--- config.mk ---
export PLATFORM = sky130hd
export DESIGN_NAME = can_rx_fifo
export DESIGN_NICKNAME = d
export VERILOG_FILES = /design/src/rtl/can_rx_fifo.sv
export SDC_FILE = /design/constraint.sdc
export NUM_CORES = 1
export LEC_CHECK = 0
export CAP_MARGIN = 25
export CORE_MARGIN = 4
export CORE_UTILIZATION = 51
export DETAILED_ROUTE_END_ITERATION = 12
export PLACE_DENSITY = 0.83
export SLEW_MARGIN = 40
export SYNTH_ARGS = -nofsm -noshare
export SYNTH_HDL_FRONTEND = slang
export SYNTH_SLANG_ARGS = --single-unit
--- constraint.sdc ---
create_clock -name clk -period 4.2 [get_ports clk]
set_input_delay 1.05 -clock clk [delete_from_list [all_inputs] [get_ports clk]]
set_output_delay 1.05 -clock clk [all_outputs]
set_load 0.05 [all_outputs]
--- src/rtl/can_rx_fifo.sv ---
// can_rx_fifo
//   Receive-frame queue sitting directly behind the CAN receiver. Each good
//   frame (ID/EXT/RTR/DLC plus 8 data bytes) is stored in a DEPTH-entry FIFO,
//   and the receiver gets an ack pulse so it can clear its frame-available
//   flag. The CPU reads the head frame through a 4-word register window and
//   pops it explicitly with a control write.
//
// Ports
//   clk, rst   : single clock, synchronous active-high reset
//   frm_valid  : 1-cycle pulse, good frame complete; frm_* fields valid
//   frm_id     : 29-bit ID (standard ID in [10:0])
//   frm_ext    : extended-frame flag
//   frm_rtr    : remote-request flag
//   frm_dlc    : data length code
//   frm_data   : data bytes, byte0 in [7:0] .. byte7 in [63:56]
//   src_ack    : 1-cycle pulse one cycle after every frm_valid (stored or dropped)
//   rs, wr, d  : CPU register select, write strobe, write data
//   q          : CPU read data, combinational from rs and the head entry
//   irq        : registered interrupt request
//
// Register window
//   rs=0 : {ext, rtr, 1'b0, id[28:0]}                                  (head)
//   rs=1 : {irqen[1:0], 18'h0, count[3:0], ovf, empty, full, 1'b0, dlc} (ctrl/status)
//   rs=2 : data bytes {b3,b2,b1,b0}                                    (head)
//   rs=3 : data bytes {b7,b6,b5,b4}                                    (head)
//   Write to rs=1: d[0]=pop, d[1]=clear overflow, d[31:30]=irqen.

module can_rx_fifo #(
  parameter int unsigned DEPTH = 4,
  parameter int unsigned AW    = 2
) (
  input  logic        clk,
  input  logic        rst,
  input  logic        frm_valid,
  input  logic [28:0] frm_id,
  input  logic        frm_ext,
  input  logic        frm_rtr,
  input  logic [3:0]  frm_dlc,
  input  logic [63:0] frm_data,
  output logic        src_ack,
  input  logic [1:0]  rs,
  input  logic        wr,
  input  logic [31:0] d,
  output logic [31:0] q,
  output logic        irq
);

  localparam logic [AW:0] DEPTH_CNT = (AW+1)'(DEPTH);

  // Entry storage; not reset, contents only meaningful while counted.
  logic [28:0] id_mem   [DEPTH];
  logic        ext_mem  [DEPTH];
  logic        rtr_mem  [DEPTH];
  logic [3:0]  dlc_mem  [DEPTH];
  logic [63:0] data_mem [DEPTH];

  logic [AW-1:0] wr_ptr_q, wr_ptr_d;
  logic [AW-1:0] rd_ptr_q, rd_ptr_d;
  logic [AW:0]   count_q, count_d;
  logic          ovf_q, ovf_d;
  logic [1:0]    irqen_q, irqen_d;
  logic          src_ack_q;
  logic          irq_q;

  logic empty, full;
  logic ctrl_wr, do_pop, do_push, drop;
  logic [3:0] cnt_field;
  logic unused_d;

  always_comb begin
    empty   = (count_q == '0);
    full    = (count_q == DEPTH_CNT);
    ctrl_wr = wr && (rs == 2'd1);
    do_pop  = ctrl_wr && d[0] && !empty;
    // A pop in the same cycle frees the head slot, so a full FIFO can still
    // accept the incoming frame without overflowing.
    do_push = frm_valid && (!full || do_pop);
    drop    = frm_valid && full && !do_pop;
    unused_d = ^d[29:2];
  end

  always_comb begin
    wr_ptr_d = wr_ptr_q;
    rd_ptr_d = rd_ptr_q;
    count_d  = count_q;
    ovf_d    = ovf_q;
    irqen_d  = irqen_q;
    if (do_push) wr_ptr_d = wr_ptr_q + 1'b1;
    if (do_pop)  rd_ptr_d = rd_ptr_q + 1'b1;
    unique case ({do_push, do_pop})
      2'b10:   count_d = count_q + 1'b1;
      2'b01:   count_d = count_q - 1'b1;
      default: count_d = count_q;
    endcase
    // Drop takes priority over a same-cycle clear.
    if (drop)                 ovf_d = 1'b1;
    else if (ctrl_wr && d[1]) ovf_d = 1'b0;
    if (ctrl_wr) irqen_d = d[31:30];
  end

  always_ff @(posedge clk) begin
    if (rst) begin
      wr_ptr_q  <= '0;
      rd_ptr_q  <= '0;
      count_q   <= '0;
      ovf_q     <= 1'b0;
      irqen_q   <= 2'b00;
      src_ack_q <= 1'b0;
      irq_q     <= 1'b0;
    end else begin
      wr_ptr_q  <= wr_ptr_d;
      rd_ptr_q  <= rd_ptr_d;
      count_q   <= count_d;
      ovf_q     <= ovf_d;
      irqen_q   <= irqen_d;
      src_ack_q <= frm_valid;
      irq_q     <= (irqen_q[0] && !empty) || (irqen_q[1] && ovf_q);
    end
  end

  always_ff @(posedge clk) begin
    if (do_push && !rst) begin
      id_mem[wr_ptr_q]   <= frm_id;
      ext_mem[wr_ptr_q]  <= frm_ext;
      rtr_mem[wr_ptr_q]  <= frm_rtr;
      dlc_mem[wr_ptr_q]  <= frm_dlc;
      data_mem[wr_ptr_q] <= frm_data;
    end
  end

  always_comb begin
    cnt_field = 4'(count_q);
    q = '0;
    unique case (rs)
      2'd0: if (!empty) q = {ext_mem[rd_ptr_q], rtr_mem[rd_ptr_q], 1'b0, id_mem[rd_ptr_q]};
      2'd1: q = {irqen_q, 18'h0, cnt_field, ovf_q, empty, full, 1'b0,
                 (empty ? 4'h0 : dlc_mem[rd_ptr_q])};
      2'd2: if (!empty) q = data_mem[rd_ptr_q][31:0];
      2'd3: if (!empty) q = data_mem[rd_ptr_q][63:32];
      default: q = '0;
    endcase
  end

  assign src_ack = src_ack_q;
  assign irq     = irq_q;

endmodule

## Yosys cells after proc, flatten, opt, wreduce, memory -nomap -nowiden

Memory sizes are Yosys's and may differ from the RTL's. A register that Yosys moved wholly into a read port is not among the register bits.
Index checks and enable logic that the tools add are counted.

- Memory bits (writable): 396
- Register bits after elaboration: 12
- Bits of input ports: 137
- Word-level logic and storage cells: 62
- Memories: 5

- Multiplexer cells: 20
- Add/subtract/negate cells: 4
- Equality and inequality tests: 6
- Reductions and logical operators: 20

Memory list:

| name | depth | width | rd ports | clocked after memory_dff | wr ports | RTL line | RTL |
|---|---|---|---|---|---|---|---|
| data_mem | 4 | 64 | 1 | 1 | 1 | 55 | `logic [63:0] data_mem [DEPTH];` |
| id_mem | 4 | 29 | 1 | 1 | 1 | 51 | `logic [28:0] id_mem [DEPTH];` |
| dlc_mem | 4 | 4 | 1 | 1 | 1 | 54 | `logic [3:0] dlc_mem [DEPTH];` |
| ext_mem | 4 | 1 | 1 | 1 | 1 | 52 | `logic ext_mem [DEPTH];` |
| rtr_mem | 4 | 1 | 1 | 1 | 1 | 53 | `logic rtr_mem [DEPTH];` |

Operators with widths:

| operator | number |
|---|---|
| one-hot mux 32 bit (4 select lines) | 1 |
| 2-to-1 mux 32 bit | 3 |
| 2-to-1 mux 2 bit | 10 |
| logical AND 1 bit | 10 |
| == test 2 bit, second input constant | 3 |
| one-hot mux 3 bit (2 select lines) | 1 |
| adder 2 x 1 -> 2 bit, second input constant | 2 |
| == test 2 x 1 -> 1 bit, second input constant | 2 |
| logical NOT 1 bit | 4 |
| 2-to-1 mux 1 bit | 4 |
| 2-to-1 mux 4 bit | 1 |
| nonzero test 2 bit | 2 |
| adder 3 x 1 -> 3 bit, second input constant | 1 |
| == test 3 bit, second input constant | 1 |
| logical NOT 3 bit | 1 |
| subtractor 3 x 1 -> 3 bit, second input constant | 1 |
| logical NOT 2 bit | 1 |
| logical OR 1 bit | 2 |

## Logic depth before layout (Yosys ltp)

Gate-level depths: netlist (run 1).

- Depth after elaboration: 9
- Mapped depth: 8
- Gate-level depth less buffers: 7

## Worst setup path after synthesis (run 1)

Ideal clock, no wire load.

- Kind: input -> register
- Start: input rs[1]
- End: memory data_mem[0][0], enable pin
- Arrival time: 4020 ps
- Path slack: -290 ps
- Stages: 5
- Path buffers: 1
- Cells stage by stage: and4b_1 -> clkbuf_1 -> nor2_1 -> nor2b_1 -> and2_1

- Longest elaborated chain between the ends: 9

Ends and longest elaborated chain:

| item | RTL line | RTL |
|---|---|---|
| start: declaration | 41 | `input logic [1:0] rs,` |
| == test 2 x 1 -> 1 bit | 73 | `ctrl_wr = wr && (rs == 2'd1);` |
| logical AND 1 bit | 73 |  |
| logical AND 1 bit (2 in a row) | 74 | `do_pop = ctrl_wr && d[0] && !empty;` |
| logical OR 1 bit | 77 | `do_push = frm_valid && (!full \|\| do_pop);` |
| logical AND 1 bit | 77 |  |
| logical AND 1 bit | 122 | `if (do_push && !rst) begin` |
| 2-to-1 mux 1 bit | 122 |  |
| 2-to-1 mux 1 bit (not written as such) | 127 | `data_mem[wr_ptr_q] <= frm_data;` |
| end: declaration | 55 |  |

No other way between the ends.

## Worst setup path after layout (run 1)

- Start: input rs[0]
- End: output q[8]

- Longest elaborated chain between the ends: 2
- Elaborated cells between the ends (all ways): 5

Ends and longest elaborated chain:

| item | RTL line | RTL |
|---|---|---|
| == test 2 bit, or another cell as far along | 134 | `unique case (rs)` |
| one-hot mux 32 bit (4 select lines) * | 134 |  |
| end: declaration | 44 | `output logic [31:0] q,` |

Mark *: on every way between the ends. The rest lies on a longest branch, timed or not.

==> impl_metrics.yaml, run 1 <==
synthesis:
  yosys.area.top_type_share: 0.7575
  synth_edf_count: 396
  synth_seq_cells: 410
  synth_cell_types: 42
  ys_seq_area_frac: 0.7753
  ys.flop_type: "edfxtp_1"
  synth_common_cells: "edfxtp_1, mux4_2, nand2_1"
  synth_cells: 718
  syn_area_per_cell_sq_um: 21.86
  syn_area_sq_um: 15700
  syn_nets: 860
  synthArstFlopShare: 0
  synth_area_leaders: "edfxtp_1, mux4_2, dfxtp_1"
  yosysMostFrequentCell: "edfxtp_1"
  yosysTopAreaCell: "edfxtp_1"
  yosysWarningCount: 0
sta:
  fmax_ghz: 0.2587
  fin_setup_tns_ps: 0
  worstMarginPinSlew_ps: 810.9
  fin_crit_ps: 3866
  fin_crit_sh: 0.9204
  maxSlewViolCount: 0
  setup_viol: 0
  hold_viol: 0
  slew_headroom: 0.4564
  setup_ws_ps: 334.5
  rsz0062_at_grt: "false"
  fin_skew_ps: 12.14
die:
  fp.coreArea_sq_um: 30030
  initial_core_util: 0.5227
  rows: 63
  die_area_sq_um: 33650
  fp.dieW_um: 183.4
  top_level_ports: 171
  die_y_um: 183.4
grt:
  grt_pass1_vias: 8146
  grt_antenna_before_repair: 3
  overflow: 0
  grt_max_degree: 50
  grt_first_pass_wirelength_um: 47920
  grtUsageTotal: 0.1863
power_and_ir_drop:
  p_total_uw: 8961
  ir_drop_mv: 0.3452
  p_per_area_nw_per_um2: 462.5
  p_leak_uw: 0.006168
setup_path:
  crit_path_cell_trace: "clkdlybuf4s50_1, buf_4, nor2b_1, buf_4, a22oi_1, nand2_1, buf_12"
  cp_top_family: "buffers and inverters"
  cpMaxStageDelayCell: "clkdlybuf4s50_1"
  worstPathRequired_ps: 3150
  path_class: "in -> out"
  r2r_slack_ps: 1940
  startpoint_type: "primary input"
  crit_path_max_fanout: 9
  worst-path-buf-inv: 4
  worstSetupEndpointType: "output pin"
  r2r-end: "count_q[2]"
  slowest_delay_ps: 550
  arrival_ps: 2820
  reg2reg_from: "count_q[0]"
  cpMostUsedCell: "buf_4"
  cp_num_cells: 7
  reg2reg_depth: 6
clocking:
  root_buffer: "clkbuf_16"
  cts.sinks: 410
  postCtsSetupBuffers: 0
  clk-insertion-delay-late_ps: 520
  htreeDepth: 2
  cts_resized: 0
  postCtsHoldBufs: 0
  clk_pin_slew_worst_paths_ps: 60
  cts_tree: "done"
  clk_path_buf_depth: 3
  numCtsBuffers: 40
route:
  drtIter0Drc: 715
  drc: 0
  routed_wl_um: 31030
  wl_per_cell_um: 23.52
  vias: 7626
  avgViaCountPerCell: 5.782
  ant_nets: 0
  first_pass_iters: 5
layout:
  multiInputGateArea_sq_um: 3343
  final-seq-area_sq_um: 12180
  nets: 1041
  fin_area_sq_um: 19370
  drive_above_1_share: 0.2489
  fillers: 1939
  layout-area-overhead-vs-synth_pct: 23.41
run_status:
  status: "complete, no violations"
flow_run:
  drv_cap: 0
place:
  postPlaceCellArea_sq_um: 18090
  port_buffers: 142
  dp_hpwl_um: 19320
  place_ws_ps: 96.10
  place.gp.congestion: 0.7057
min_path:
  min_from: "irqen_q[0]"
  min_to: "irqen_q[0]"
  holdPathStages: 2
  worstHoldPathType: "reg -> reg"
==> worst max-delay path by stage <==
| stage | start | endpoint | slack [ps] |
|---|---|---|---|
| after floorplan | rs[1] | q[12] | 300 |
| after global placement | rs[0] | q[0] | 130 |
| after detailed placement | rs[0] | q[0] | 100 |
| after CTS | rs[0] | q[0] | 70 |
| after global routing | rs[0] | q[8] | 270 |
| final | rs[0] | q[8] | 330 |
==> stage by stage <==
stage | hold WS [ps] | utilization | std cells
after detailed placement | 470.5 | 0.6024 | 1247
after CTS | 497.3 | 0.6448 | 1318
final | 496.9 | 0.6451 | 1319
after global routing | 531.5 | 0.6451 | 1319
after global placement | 466.6 | 0.6024 | 1247
after floorplan | 449.8 | - | 718
==> placed cells by master, fill, tap and decap left out, types with 2 or more instances in the layout <==
cell type,Yosys,final
clkinv_2,0,5
ha_1,4,4
nand2_1,32,32
nor3_1,3,3
inv_1,4,4
a21oi_1,7,7
nor2_1,17,17
clkdlybuf4s50_1,0,109
a211oi_1,2,2
clkbuf_1,7,9
edfxtp_1,396,396
nor2b_1,3,3
o21ai_0,22,22
dfxtp_1,14,12
clkbuf_8,0,3
clkinv_1,1,7
clkbuf_16,0,41
nand3_1,4,4
mux4_2,97,97
buf_12,0,40
dfxtp_4,0,2
buf_4,9,23
and2_4,1,5
or3_1,5,5
mux2_4,2,2
bufinv_16,0,3
mux2i_1,27,27
inv_6,0,3
a22oi_1,21,21
==> flip-flops by register name, indices dropped and copies added (netlist names), named ones only <==
register / cells
src_ack: 1
id_mem: 116
count_q: 3
data_mem: 256
ext_mem: 4
wr_ptr_q: 2
ovf_q: 1
irqen_q: 2
dlc_mem: 16
irq: 1
rtr_mem: 4
rd_ptr_q: 2
==> routing by layer <==
| layer | track usage | vias to the layer above | routed length, um |
|---|---|---|---|
| li1 | - | 3362 | - |
| met1 | 0.2515 | 3969 | 12490 |
| met2 | 0.3165 | 240 | 16060 |
| met3 | 0.03720 | 51 | 1830 |
| met4 | 0.04738 | 4 | 612 |
| met5 | 0 | - | 31 |
==> worst register-to-register path: cells and delay by family, from the launching register on <==
family | cells | cell delay (ps)
AND/OR/NAND/NOR | 4 | 1150
flip-flops | 1 | 520
AO/OA/AOI/OAI | 1 | 120
adder cells (fa/ha/maj) | 1 | 410
==> where the power goes <==
group / internal, uW / total (uW) / switching (uW)
Combinational: 389 / 852 / 463
Sequential: 4620 / 4660 / 37.0
Clock: 2030 / 3450 / 1420
==> logic make-up after synthesis <==
logic type,Yosys count,share of synthesized area
xor gates and xnor gates,2,0.001116
AOI/OAI and AO/OA,59,0.02367
and+or+nand+nor,77,0.02407
muxes,126,0.1583
adders and majority gates,5,0.004463
buffers and inverters,39,0.01307
DFF,410,0.7753
==> area by class of cell <==
type	instances	share of cell area
well taps	390	0.02519
repair buffers	173	0.1068
diodes	1	0.0001292
clock inverters	18	0.008848
clock buffers	53	0.05683
inverters	5	0.0009687
multi-input cells	269	0.1726
flip-flops and latches	410	0.6286
Note: power is estimated with default switching activity, not from simulation.
==> inputs of run 2 (changes only) <==
--- a/config.mk
+++ b/config.mk
@@ -10,7 +10,7 @@
 export CORE_UTILIZATION = 51
 export DETAILED_ROUTE_END_ITERATION = 12
 export PLACE_DENSITY = 0.83
-export SLEW_MARGIN = 40
+export SLEW_MARGIN = 10
 export SYNTH_ARGS = -nofsm -noshare
 export SYNTH_HDL_FRONTEND = slang
 export SYNTH_SLANG_ARGS = --single-unit
==> run 2 against run 1 <==
Against the previous run:
- worst setup slack lost 250 ps
- design area is essentially flat
- wire length shrank 0.11%
- sequential power is essentially flat
- largest cell class unchanged
==> impl_metrics.yaml, run 2 (same netlist as run 1, synthesis figures left out) <==
layout:
  drive_above_1_share: 0.2489
  fin_area_sq_um: 19370
  layout-area-overhead-vs-synth_pct: 23.37
  final_common_cell: "edfxtp_1"
  top_register: "data_mem"
  largest_registers: "data_mem (256), id_mem (116), dlc_mem (16)"
  nets: 1041
  final_cell_mix: "edfxtp_1, clkdlybuf4s50_1, mux4_2, clkbuf_16, buf_12"
  largest_reg_flops: 256
setup_path:
  slowest_delay_ps: 740
  path_class: "in -> out"
  cp_top_family: "simple AND/OR/NAND/NOR gates"
  arrival_ps: 3060
  startpoint_type: "primary input"
  worstSetupEndpointType: "output pin"
  crit_path_cell_trace: "clkdlybuf4s50_1, buf_4, nor3_2, a22oi_1, nand2_1, buf_12"
  worst-path-buf-inv: 3
  cpMaxStageDelayCell: "nor3_2"
  crit_path_max_fanout: 9
  worstPathRequired_ps: 3150
place:
  dp_hpwl_um: 19320
  place_ws_ps: 96.10
  port_buffers: 142
  postPlaceCellArea_sq_um: 18090
  place.gp.congestion: 0.7057
clocking:
  clk_pin_slew_worst_paths_ps: 60
  cts.sinks: 410
  cts_tree: "done"
  cts_resized: 0
  htreeDepth: 2
  postCtsHoldBufs: 0
  numCtsBuffers: 40
  root_buffer: "clkbuf_16"
  clk_path_buf_depth: 3
  postCtsSetupBuffers: 0
  clk-insertion-delay-late_ps: 520
run_status:
  status: "complete, no violations"
sta:
  fin_setup_tns_ps: 0
  fmax_ghz: 0.2432
  maxSlewViolCount: 0
  slew_headroom: 0.4025
  fin_crit_ps: 4113
  timing.hold.ws_ps: 496.5
  setup_viol: 0
  hold_viol: 0
  rsz0062_at_grt: "false"
  fin_crit_sh: 0.9792
  fin_skew_ps: 10.78
  setup_ws_ps: 87.39
  worstMarginPinSlew_ps: 891.4
route:
  first_pass_iters: 5
  top_layer: "met5"
  wl_met2_um: 15990
  vias: 7618
  wl_per_cell_um: 23.50
  ant_nets: 0
  drc: 0
  avgViaCountPerCell: 5.776
  wl_met3_um: 1894
  drtIter0Drc: 672
  routed_wl_um: 30990
  wl_met1_um: 12460
power_and_ir_drop:
  power_switching_uw: 1917
  p_total_uw: 8957
  p_leak_uw: 0.006166
  ir_drop_mv: 0.3458
  netSwitchingFraction: 0.2140
  p_per_area_nw_per_um2: 462.5
  power_frac_seq: 0.520
  p_int_uw: 7040
  p_clk_frac: 0.385
  comb_power_share: 0.095
die:
  top_level_ports: 171
  initial_core_util: 0.5227
  fp.dieW_um: 183.4
  die_area_sq_um: 33650
  fp.coreArea_sq_um: 30030
  rows: 63
  die_y_um: 183.4
grt:
  grt_max_degree: 50
  grt_pass1_vias: 8146
  grt_antenna_before_repair: 3
  grt_first_pass_wirelength_um: 47920
  grtUsageTotal: 0.1863
  overflow: 0
flow_run:
  drv_cap: 0
min_path:
  worstHoldPathType: "reg -> reg"
-- run 2: cell counts in the layout (fill, tap and decap cells not counted) --
Identical to the previous run, type by type.
-- run 2: path summary, 6_finish.rpt --
kind | depth (start not counted) | start | slack (ps) | to
max | 6 | rs[0] | 90 | q[3]
min | 2 | irqen_q[0] | 500 | irqen_q[0]
max reg2reg | 6 | count_q[0] | 1950 | count_q[2]
min reg2reg | 2 | irqen_q[0] | 500 | irqen_q[0]
-- run 2: metrics by stage --
stage               std cells    util
floorplan                 718       -
global placement         1247  0.6024
detailed placement       1247  0.6024
CTS                      1318  0.6448
global route             1319  0.6449
finish                   1319  0.6449
-- run 2: final cells by class --
type,instances,area [sq um]
Multi-Input combinational cell,269,3337
Clock buffer,53,1101
Sequential cell,410,12180
Inverter,5,18.77
Timing Repair Buffer,173,2069
Tap cell,390,488.0
Clock inverter,18,171.4
Antenna cell,1,2.502
Fill cell,1941,10670
-- run 2: tightest hold or removal path, stage by stage, from the launching register on --
cell and delay, ps:
dfxtp_1 330, nand2_1 60, a21oi_1 60
-- run 2: power groups by stage --
stage	Sequential (uW)	Clock [uW]	Combinational, uW
after CTS	4660	3520	861
final	4660	3450	851
after global placement	4730	0	841
after global routing	4670	3690	897
after detailed placement	4740	0	856
after floorplan	4740	0	412
-- run 2: routing by layer --
layer / up-vias / track usage
met2: 259 / 0.3165
met1: 3941 / 0.2515
li1: 3361 / -
met5: - / 0
met4: 4 / 0.04738
met3: 53 / 0.03720
==> RTL change: new RTL, config.mk and constraints of run 1 <==
Put one more register stage on the output `irq`, with the module's reset. The value now appears one clock later. The other outputs are not delayed to match. Comments in the files are not updated.
--- a/src/rtl/can_rx_fifo.sv
+++ b/src/rtl/can_rx_fifo.sv
@@ -142,7 +142,13 @@
   end
 
   assign src_ack = src_ack_q;
-  assign irq     = irq_q;
+  always_ff @(posedge clk) begin
+    if (rst) begin
+      irq <= '0;
+    end else begin
+      irq <= irq_q;
+    end
+  end
 
 endmodule
 
Function: changed (Yosys sat finds a counterexample within 4 cycles, from zero or initial values and one cycle with rst high).
==> RTL change against run 1 <==
  * Core utilization decreased by 0.72 points
  * Worst setup slack got worse by 0.15 ns
  * Sequential power about the same
  * Count of clock-buffer cells in the layout increased by 4
  * Sequential cell count increased by 1
  * Sequential share of layout area decreased by 0.18 points
  * Final area increased by 0.45%
  * Critical path depth increased by 1
  * Total power decreased by 0.85%
  * Area after synthesis increased by 0.18%
  * Routed wire length increased by 2.0%
  * Critical path type unchanged
  * Largest cell class unchanged
  * Highest routed layer unchanged
==> RTL change: results <==
export IMPL_nets=1047
export IMPL_yosysUniqueCellTypes=40
export IMPL_cp_arrival_ns=2.96
export IMPL_status="finished, final reports clean"
export IMPL_skew_ns=0.0117
export IMPL_max_stage_delay_ns=0.70
export IMPL_clockBufferDepth=3
export IMPL_grt_pass1_wl_um=48400
export IMPL_drt_pass1_iterations=5
export IMPL_synth_enable_flop_cells=396
export IMPL_yosysSeqAreaShare_pct=77.5
export IMPL_gr_usage_all_layers_pct=18.9
export IMPL_syn_nets=864
export IMPL_pwr_share_comb_pct=9.7
export IMPL_synth_async_reset_ratio_pct=0
export IMPL_tightest_slew_ns=0.758
export IMPL_vdd_drop_max_v=0.000349
export IMPL_cts_resized=0
export IMPL_htreeDepth=2
export IMPL_clk_pin_slew_ns=0.06
export IMPL_grt_pass1_vias=8256
export IMPL_pwr_share_clk_pct=37.7
export IMPL_dpl_hpwl_um=19700
export IMPL_postCtsSetupBuffers=0
export IMPL_crit_path_top_delay_cell="clkdlybuf4s50_1"
export IMPL_path_max_fanout=14
export IMPL_gp_congestion=0.746
export IMPL_synth_common_cells="396 x edfxtp_1, 97 x mux4_2, 34 x nand2_1"
export IMPL_port_buffers=142
export IMPL_via_count=7725
export IMPL_yosys_most_used_dff="edfxtp_1"
export IMPL_routed_wl_um=31600
export IMPL_p_leak_nw=6.18
export IMPL_cts_root_buf="clkbuf_16"
export IMPL_reg_largest_list="data_mem: 256 flops, id_mem: 116 flops, dlc_mem: 16 flops"
export IMPL_hold_path_class="reg -> reg"
export IMPL_place_area_mm2=0.0182
export IMPL_drtIter0Drc=702
export IMPL_pre_cts_slack_ns=0.177
export IMPL_grt_start_max_net_pins=46
export IMPL_antenna_found_initial=3
export IMPL_fill_cells=1987
export IMPL_drive_gt1_share_pct=24.6
export IMPL_yosys_top_cells_area="edfxtp_1 76%, mux4_2 14%, dfxtp_1 1.9%"
export IMPL_cts_made_buffers=42
export IMPL_yosysWarnings=0
export IMPL_critPathTopFamily="buffers and inverters"
export IMPL_clkLatencyLatePin_ns=0.52
export IMPL_switching_share_pct=21.5
RTL change: changes by cell type after synthesis, moves of 2 or more:
cell	run 1	this run
clkbuf_1	7	11
buf_1	3	0
buf_2	14	12
buf_4	9	11
nand2_1	32	34
RTL change: path summary, 6_finish.rpt:
kind | from | end | slack, ns | cells past startpoint
setup / recovery | rs[0] | q[9] | 0.19 | 8
hold / removal | irq_q | irq | 0.46 | 1
setup reg to reg | count_q[1] | count_q[2] | 1.93 | 6
hold reg to reg | irq_q | irq | 0.46 | 1
RTL change: cell families after synthesis:
kind of cell | count (synthesis) | synth area share (%)
xor gates and xnor gates | 2 | 0.111
DFF | 411 | 77.5
muxes | 125 | 15.7
buffers and inverters | 40 | 1.36
AOI/OAI and AO/OA | 60 | 2.39
adders and majority gates | 5 | 0.446
and+or+nand+nor | 79 | 2.43
RTL change: final cells by class:
| cell class | instances | area share [%] |
|---|---|---|
| Sequential cell | 411 | 62.7 |
| Multi-Input combinational cell | 271 | 17.2 |
| Timing Repair Buffer | 174 | 11.1 |
| Clock buffer | 57 | 5.80 |
| Tap cell | 396 | 2.55 |
| Clock inverter | 16 | 0.572 |
| Inverter | 5 | 0.0964 |
| Antenna cell | 2 | 0.0257 |
RTL change: stage by stage:
stage	utilization, %	total power, W	std cells
after floorplan	-	0.00516	722
after global placement	59.7	0.00560	1257
after detailed placement	59.7	0.00562	1257
after CTS	63.8	0.00896	1330
after global routing	63.8	0.00919	1332
final	63.8	0.00888	1332
RTL change: metal layers:
| metal | global-route usage, % | part of all wire (%) | wire length (um) |
|---|---|---|---|
| met5 | 0 | 0.038 | 12 |
| met2 | 33.0 | 53 | 16900 |
| met3 | 3.19 | 5.9 | 1870 |
| met1 | 24.5 | 38 | 12100 |
| met4 | 5.69 | 2.3 | 743 |
